==> src/rtl/cnn_dispatch_multi_if.sv <==
// cnn_dispatch_multi_if: image stream, core load/start/done bus and prediction stream
// for the CNN core-array dispatcher. Perf counter outputs exist only with DISPATCH_PERF_EN.
interface cnn_dispatch_multi_if #(
  parameter int N_CORES   = 4,
  parameter int IMG_WORDS = 64,
  parameter int DATA_W    = 32,
  parameter int OUT_W     = 32
);
  localparam int CW = $clog2(N_CORES);
  localparam int AW = $clog2(IMG_WORDS);

  logic                          img_valid;
  logic                          img_ready;
  logic [DATA_W-1:0]             img_data;
  logic                          img_last;
  logic [N_CORES-1:0]            core_wr_en;
  logic [AW-1:0]                 core_wr_addr;
  logic [DATA_W-1:0]             core_wr_data;
  logic [N_CORES-1:0]            core_start;
  logic [N_CORES-1:0]            core_done;
  logic [N_CORES-1:0][OUT_W-1:0] core_pred;
  logic                          pred_valid;
  logic                          pred_ready;
  logic [OUT_W-1:0]              pred_data;
  logic [CW-1:0]                 pred_core;
  logic                          all_done;
  logic                          err_len;
`ifdef DISPATCH_PERF_EN
  logic [31:0]                   perf_imgs;
  logic [31:0]                   perf_stall;
`endif

  // dispatcher side
  modport slave (
    input  img_valid, img_data, img_last, core_done, core_pred, pred_ready,
    output img_ready, core_wr_en, core_wr_addr, core_wr_data, core_start,
           pred_valid, pred_data, pred_core, all_done, err_len
`ifdef DISPATCH_PERF_EN
    , output perf_imgs, perf_stall
`endif
  );

  // image source / core array / prediction sink side
  modport master (
    output img_valid, img_data, img_last, core_done, core_pred, pred_ready,
    input  img_ready, core_wr_en, core_wr_addr, core_wr_data, core_start,
           pred_valid, pred_data, pred_core, all_done, err_len
`ifdef DISPATCH_PERF_EN
    , input perf_imgs, perf_stall
`endif
  );
endinterface

==> src/rtl/cnn_dispatch_multi.sv <==
// cnn_dispatch_multi: loads streamed images into free CNN cores (round-robin), starts them,
// captures predictions on done and returns them in submission order.
// Optional feature macro: DISPATCH_PERF_EN (perf_imgs / perf_stall counters).
module cnn_dispatch_multi #(
  parameter int N_CORES   = 4,
  parameter int IMG_WORDS = 64,
  parameter int DATA_W    = 32,
  parameter int OUT_W     = 32
) (
  input logic                 clk,
  input logic                 rst,
  cnn_dispatch_multi_if.slave bus
);
  localparam int CW = $clog2(N_CORES);
  localparam int AW = $clog2(IMG_WORDS);

  typedef enum logic [1:0] {IDLE, LOAD, PAD, START} state_t;

  state_t                        state, nstate;
  logic [CW-1:0]                 sel, rr_ptr, fsel, head, wp, rp;
  logic [AW-1:0]                 cnt;
  logic [CW:0]                   fcnt;
  logic                          found, alloc, accept, last_addr, pop, img_ready, pad_go;
  logic [N_CORES-1:0]            busy, running, res_v, sel_oh;
  logic [N_CORES-1:0][OUT_W-1:0] res;
  logic [N_CORES-1:0][CW-1:0]    order;
  logic [N_CORES-1:0]            wr_en_q, start_q;
  logic [AW-1:0]                 wr_addr_q;
  logic [DATA_W-1:0]             wr_data_q;
  logic                          err_q;

  function automatic logic [CW-1:0] wrap_inc(input logic [CW-1:0] p);
    return (p == CW'(N_CORES-1)) ? '0 : p + CW'(1);
  endfunction

  // first free core at or after rr_ptr; descending loop so the nearest one wins
  always_comb begin
    found = 1'b0;
    fsel  = '0;
    for (int i = N_CORES-1; i >= 0; i--) begin
      if (!busy[(int'(rr_ptr) + i) % N_CORES]) begin
        found = 1'b1;
        fsel  = CW'((int'(rr_ptr) + i) % N_CORES);
      end
    end
  end

  assign sel_oh    = {{(N_CORES-1){1'b0}}, 1'b1} << sel;
  assign accept    = bus.img_valid & img_ready;
  assign last_addr = (cnt == AW'(IMG_WORDS-1));
  assign head      = order[rp];
  assign pop       = bus.pred_valid & bus.pred_ready;

  // state register
  always_ff @(posedge clk or negedge rst) begin
    if (!rst) state <= IDLE;
    else      state <= nstate;
  end

  // next state; a word at the last address always closes the image, flagged or not
  always_comb begin
    nstate = state;
    case (state)
      IDLE:  if (alloc) nstate = LOAD;
      LOAD:  if (accept && (bus.img_last || last_addr))
               nstate = (bus.img_last && !last_addr) ? PAD : START;
      PAD:   if (last_addr) nstate = START;
      START: nstate = IDLE;
      default: nstate = IDLE;
    endcase
  end

  // FSM outputs; a core is only reserved once an image is actually offered,
  // so an idle dispatcher with nothing queued reports all_done
  always_comb begin
    img_ready = (state == LOAD);
    alloc     = (state == IDLE) && bus.img_valid && found;
    pad_go    = (state == PAD);
  end

  // selection, word counter, registered write bus, start pulse, length error
  always_ff @(posedge clk or negedge rst) begin
    if (!rst) begin
      sel       <= '0;
      rr_ptr    <= '0;
      cnt       <= '0;
      wr_en_q   <= '0;
      wr_addr_q <= '0;
      wr_data_q <= '0;
      start_q   <= '0;
      err_q     <= 1'b0;
    end else begin
      wr_en_q <= '0;
      start_q <= (state == START) ? sel_oh : '0;
      if (alloc) begin
        sel    <= fsel;
        rr_ptr <= wrap_inc(fsel);
        cnt    <= '0;
      end
      if (accept || pad_go) begin
        wr_en_q   <= sel_oh;
        wr_addr_q <= cnt;
        wr_data_q <= accept ? bus.img_data : '0;
        cnt       <= cnt + AW'(1);
      end
      if (accept && (bus.img_last != last_addr)) err_q <= 1'b1;
    end
  end

  // per-core reservation / run / result tracking; done from a non-running core is dropped
  always_ff @(posedge clk or negedge rst) begin
    if (!rst) begin
      busy    <= '0;
      running <= '0;
      res_v   <= '0;
      res     <= '0;
    end else begin
      for (int k = 0; k < N_CORES; k++) begin
        if (alloc && fsel == CW'(k)) busy[k] <= 1'b1;
        if (pop && head == CW'(k)) begin
          busy[k]  <= 1'b0;
          res_v[k] <= 1'b0;
        end
        if (state == START && sel == CW'(k)) running[k] <= 1'b1;
        if (bus.core_done[k] && running[k]) begin
          running[k] <= 1'b0;
          res_v[k]   <= 1'b1;
          res[k]     <= bus.core_pred[k];
        end
      end
    end
  end

  // submission-order FIFO of core indices; never overflows since entries == reserved cores
  always_ff @(posedge clk or negedge rst) begin
    if (!rst) begin
      order <= '0;
      wp    <= '0;
      rp    <= '0;
      fcnt  <= '0;
    end else begin
      if (alloc) begin
        order[wp] <= fsel;
        wp        <= wrap_inc(wp);
      end
      if (pop) rp <= wrap_inc(rp);
      case ({alloc, pop})
        2'b10:   fcnt <= fcnt + (CW+1)'(1);
        2'b01:   fcnt <= fcnt - (CW+1)'(1);
        default: fcnt <= fcnt;
      endcase
    end
  end

  assign bus.img_ready    = img_ready;
  assign bus.core_wr_en   = wr_en_q;
  assign bus.core_wr_addr = wr_addr_q;
  assign bus.core_wr_data = wr_data_q;
  assign bus.core_start   = start_q;
  assign bus.pred_valid   = (fcnt != '0) && res_v[head];
  assign bus.pred_data    = res[head];
  assign bus.pred_core    = head;
  assign bus.err_len      = err_q;
  // gated by rst so it reads 0 while reset is held
  assign bus.all_done     = rst && (state == IDLE) && (fcnt == '0);

`ifdef DISPATCH_PERF_EN
  logic [31:0] perf_imgs_q, perf_stall_q;

  // popped predictions and IDLE cycles blocked by a full core array; both wrap
  always_ff @(posedge clk or negedge rst) begin
    if (!rst) begin
      perf_imgs_q  <= '0;
      perf_stall_q <= '0;
    end else begin
      if (pop) perf_imgs_q <= perf_imgs_q + 32'd1;
      if (state == IDLE && bus.img_valid && !found) perf_stall_q <= perf_stall_q + 32'd1;
    end
  end

  assign bus.perf_imgs  = perf_imgs_q;
  assign bus.perf_stall = perf_stall_q;
`else
  // no performance counters in this build
`endif
endmodule
==> src/flat_wrapper.sv <==
// flat-port wrapper written by rule: the top's interface ports become plain ports
module cnn_dispatch_multi_flat 
#(
  parameter int N_CORES   = 4,
  parameter int IMG_WORDS = 64,
  parameter int DATA_W    = 32,
  parameter int OUT_W     = 32
)
  (clk, rst, bus_img_valid, bus_img_data, bus_img_last, bus_core_done, bus_core_pred, bus_pred_ready, bus_img_ready, bus_core_wr_en, bus_core_wr_addr, bus_core_wr_data, bus_core_start, bus_pred_valid, bus_pred_data, bus_pred_core, bus_all_done, bus_err_len);
  cnn_dispatch_multi_if #(.N_CORES(N_CORES), .IMG_WORDS(IMG_WORDS), .DATA_W(DATA_W), .OUT_W(OUT_W)) bus_i ();
  input logic clk;
  input logic rst;
  input wire logic [$bits(bus_i.img_valid)-1:0] bus_img_valid;
  input wire logic [$bits(bus_i.img_data)-1:0] bus_img_data;
  input wire logic [$bits(bus_i.img_last)-1:0] bus_img_last;
  input wire logic [$bits(bus_i.core_done)-1:0] bus_core_done;
  input wire logic [$bits(bus_i.core_pred)-1:0] bus_core_pred;
  input wire logic [$bits(bus_i.pred_ready)-1:0] bus_pred_ready;
  output wire logic [$bits(bus_i.img_ready)-1:0] bus_img_ready;
  output wire logic [$bits(bus_i.core_wr_en)-1:0] bus_core_wr_en;
  output wire logic [$bits(bus_i.core_wr_addr)-1:0] bus_core_wr_addr;
  output wire logic [$bits(bus_i.core_wr_data)-1:0] bus_core_wr_data;
  output wire logic [$bits(bus_i.core_start)-1:0] bus_core_start;
  output wire logic [$bits(bus_i.pred_valid)-1:0] bus_pred_valid;
  output wire logic [$bits(bus_i.pred_data)-1:0] bus_pred_data;
  output wire logic [$bits(bus_i.pred_core)-1:0] bus_pred_core;
  output wire logic [$bits(bus_i.all_done)-1:0] bus_all_done;
  output wire logic [$bits(bus_i.err_len)-1:0] bus_err_len;
  assign bus_i.img_valid = bus_img_valid;
  assign bus_i.img_data = bus_img_data;
  assign bus_i.img_last = bus_img_last;
  assign bus_i.core_done = bus_core_done;
  assign bus_i.core_pred = bus_core_pred;
  assign bus_i.pred_ready = bus_pred_ready;
  assign bus_img_ready = bus_i.img_ready;
  assign bus_core_wr_en = bus_i.core_wr_en;
  assign bus_core_wr_addr = bus_i.core_wr_addr;
  assign bus_core_wr_data = bus_i.core_wr_data;
  assign bus_core_start = bus_i.core_start;
  assign bus_pred_valid = bus_i.pred_valid;
  assign bus_pred_data = bus_i.pred_data;
  assign bus_pred_core = bus_i.pred_core;
  assign bus_all_done = bus_i.all_done;
  assign bus_err_len = bus_i.err_len;
  cnn_dispatch_multi #(.N_CORES(N_CORES), .IMG_WORDS(IMG_WORDS), .DATA_W(DATA_W), .OUT_W(OUT_W)) u_core (.clk(clk), .rst(rst), .bus(bus_i));
endmodule
==> config.mk <==
export PLATFORM = sky130hd
export DESIGN_NAME = cnn_dispatch_multi_flat
export DESIGN_NICKNAME = d
export VERILOG_FILES = /design/src/rtl/cnn_dispatch_multi_if.sv /design/src/rtl/cnn_dispatch_multi.sv /design/src/flat_wrapper.sv
export SDC_FILE = /design/constraint.sdc
export NUM_CORES = 1
export LEC_CHECK = 0
export CORE_ASPECT_RATIO = 1.4
export CORE_MARGIN = 2
export CORE_UTILIZATION = 44
export CTS_BUF_LIST = sky130_fd_sc_hd__clkbuf_16
export CTS_CLUSTER_SIZE = 40
export DETAILED_ROUTE_END_ITERATION = 12
export MAX_ROUTING_LAYER = met4
export PLACE_DENSITY = 0.77
export SYNTH_ARGS = -nofsm -noshare
export SYNTH_HDL_FRONTEND = slang
export SYNTH_SLANG_ARGS = --single-unit
==> constraint.sdc <==
create_clock -name clk -period 2.3 [get_ports clk]
set_input_delay 0.46 -clock clk [delete_from_list [all_inputs] [get_ports clk]]
set_output_delay 0.46 -clock clk [all_outputs]
set_load 0.01 [all_outputs]
==> metrics.md <==
| Metric | Value |
|---|---|
| Gpl congestion | `a little over 0.8` |
| CTS Sinks | `214` |
| CTS Buf Count | `23` |
| P_leak | `around 0.0059 uW` |
| Routed via count | `6622` |
| Commonest non-fill, non-tap cells in the layout | `clkdlybuf4s50_1 (214), dfrtp_1 (213), mux2_2 (145)` |
| Final Slew Violations | `0` |
| Mux share of post-synthesis cell area | `26.5%` |
| Post-synth cell types | `44` |
| Maximum VDD drop | `0.760 mV` |
| First-iteration detailed-routing DRC count | `between 300 and 400` |
| Mapped Area | `0.00933 mm2` |
| Crit start category | `flop` |
| WP data arrival | `2.47 ns` |
| Cells after Synth | `676` |
| Remaining antenna violation count after routing | `0` |
| Total Routing Usage GR | `between 20% and 30%` |
| Hold_buf cts | `0` |
| Post-Route Skew | `0.0104 ns` |
| CP bufs+invs | `4` |
| Seq/Total Area, Yosys | `a little under three fifths` |
| Design area | `0.0136 mm2` |
| Min cycle time layout | `2.93 ns` |
| Final Cycle Share | `128%` |
| Crit path max fanout | `6` |
| Critical path class | `flop to output pin` |
| Number of H-tree levels | `1` |
| Buffers on Ports | `252` |
| Die area | `0.0224 mm2` |
| Failing checks | `setup timing` |
| DR vias/cell | `between 5 and 6` |
| Avg WL per Cell | `between 20 and 25 um` |
| Total congestion overflow | `0` |
| Fillers | `1534` |
| Share of layout cells above drive strength 1 | `approximately 33%` |
| Post-synthesis compound-gate area fraction | `4.94%` |
| Die height | `176 um` |
| Largest delay share family, worst path | `multiplexers` |
| Worst setup startpoint | `u_core.rp[0]` |
| Power per cell area | `1620 mW/mm2` |
| Avg Cell Area, Syn | `13.8 um2` |
| Dpl hpwl | `16.8 mm` |
| R2r startpoint | `u_core.rp[0]` |
| Worst slew margin | `35.5%` |
| RSZ-0062 raised after global routing | `true` |
| Hold Crit Class | `input port to async pin` |
| Initial antenna violation count | `1` |
| Required time of the critical path | `1.84 ns` |
| Max stage delay cell, worst path | `mux4_2` |
| Post-Syn Nets | `864` |
| Setup TNS | `-19.05 ns` |
| DRC | `0` |
| CP cell instances | `mux4_2 > buf_6 > buf_6 > buf_16 > mux4_2 > buf_6` |
| Post-layout worst setup margin | `-0.633 ns` |
| Final nets | `1163` |
| Clk Tree Root Cell | `clkbuf_16` |
| FF+latch count, synth | `around 210` |
| Status | `finished with violations` |
| Fmax | `about 340 MHz` |
| Row count | `between 60 and 70` |
| Vias in the first global route | `7216` |
| Register area | `0.00536 mm2` |
| Crit. End Element | `output pin` |
| Most common cell after layout, fill and taps aside | `clkdlybuf4s50_1` |
| Largest family of logic cells by synthesized area | `multiplexers` |
| Adder-Cell Fraction of Synth Area | `between 2 and 3%` |
| Fin. Hold Viols | `0` |
| Final setup violation count | `38` |
| Initial Utilization | `between 40% and 50%` |
| Flop-to-flop setup slack | `-0.28 ns` |
| Yosys warns | `0` |
| Routed WL | `25.5 mm` |
| Num ports | `253` |
| Core box area | `0.0210 mm2` |
| Area grow syn2layout | `45.9%` |
| CP dominant cell by count | `buf_6` |
| CTS tree | `yes` |
| Area of placed instances | `0.0124 mm2` |
| Synth Area in XOR/XNOR | `0.376%` |
| Reg clk slew, reported paths | `0.06 ns` |
| Detailed Routing Iterations Pass 1 | `4` |
| Pin count of the biggest net entering global routing | `139` |
| Clock latency on the worst-skew pair | `0.50 ns` |
| First-pass GRT wire length | `39.4 mm` |
| Simple-gate portion of the synthesized area | `5.73%` |
| Multi-input logic area | `0.00384 mm2` |
| Die W | `127 um` |
| Max_cap viols | `0` |
| Max Buffers Root-to-Sink | `3` |
| Max incr delay on CP | `~0.57 ns` |
| Tightest Pin Transition | `0.967 ns` |
-- logic make-up after synthesis --
group           Yosys count
fa+ha+maj                19
simple gates            126
buf+inv                  49
flops                   214
compound gates           79
xor+xnor                  4
mux                     185
-- sequential cells by signal, summed over array words and instances, names as in the netlist, 6 cells and up --
register,cells
u_core.res,128
u_core.order,8
u_core.bus.core_wr_addr,6
u_core.cnt,6
u_core.bus.core_wr_data,32
-- worst paths after layout --
kind,endpoint,depth (start not counted)
worst max-delay path,bus_pred_data[14],6
worst min-delay path,u_core.busy[0],2
worst max register to register,u_core.rp[1],13
worst min register to register,u_core.bus.err_len,1
max in group asynchronous,u_core.bus.core_wr_data[3],2
min in group clk,u_core.bus.err_len,1
-- metrics by stage --
step	std cells	hold slack (ns)	power [uW]	util, %	setup WS [ns]
finish	1251	0.0526	22100	64.9	-0.633
global route	1251	0.127	23200	64.9	-0.701
CTS	1246	0.116	21400	64.0	-0.606
detailed placement	1183	0.450	16400	59.0	-0.370
global placement	1183	0.443	16100	59.0	-0.257
floorplan	676	0.164	12000	-	-0.0315
-- power breakdown --
part | leakage (uW) | switching (uW) | internal, uW
sequential | 0.00261 | 1180 | 5560
combinational | 0.00290 | 4620 | 7100
clock | 0.000359 | 1460 | 2140
-- cells in the mapped netlist, drive strengths merged --
library cell  count  area (um2)
a211oi            1        7.51
a21boi            2        15.0
a21o              2        15.0
a21oi            10        50.1
a221oi            1        8.76
a22o              1        8.76
a31oi             5        31.3
and2              1        6.26
and3              6        37.5
and3b             2        17.5
buf              11        82.6
clkbuf           24        90.1
dfrtp           214        5360
fa                1        20.0
ha               18         225
inv              14        52.6
mux2            148        1670
mux2i             4        40.0
mux4             33         762
nand2            91         342
nand2b            2        12.5
nand3             1        5.00
nand4             2        12.5
nor2             12        45.0
nor2b             3        18.8
nor3              2        10.0
nor3b             2        15.0
o21a              4        30.0
o21ai            47         235
o221a             1        11.3
o22ai             2        18.8
o31a              1        8.76
o41a              1        11.3
o41ai             1        8.76
or3               2        12.5
xnor2             2        17.5
xor2              2        17.5
-- area by class of cell --
class,instances,share of cell area [%]
antenna,1,0.0184
sequential,214,39.4
timing repair buffer,309,24.2
clock inverter,17,1.11
inverter,14,0.441
tap,260,2.39
clock buffer,23,4.23
multi-input combinational,413,28.2
-- what timing repair did --
action                     4_1_cts  5_1_grt
setup endpoints to repair       39       41
gates cloned                     5        0
resized for setup              194       36
buffers inserted                19        4
pin swaps                        4        1
-- per-layer routing --
layer	vias up	wire (um)	GRT usage [%]
li1	3002	-	-
met1	3334	9390	25.7
met2	233	13600	41.2
met3	53	1660	5.36
met4	0	870	7.83
met5	-	0	-
No activity file was read; power rests on OpenSTA's default activity.
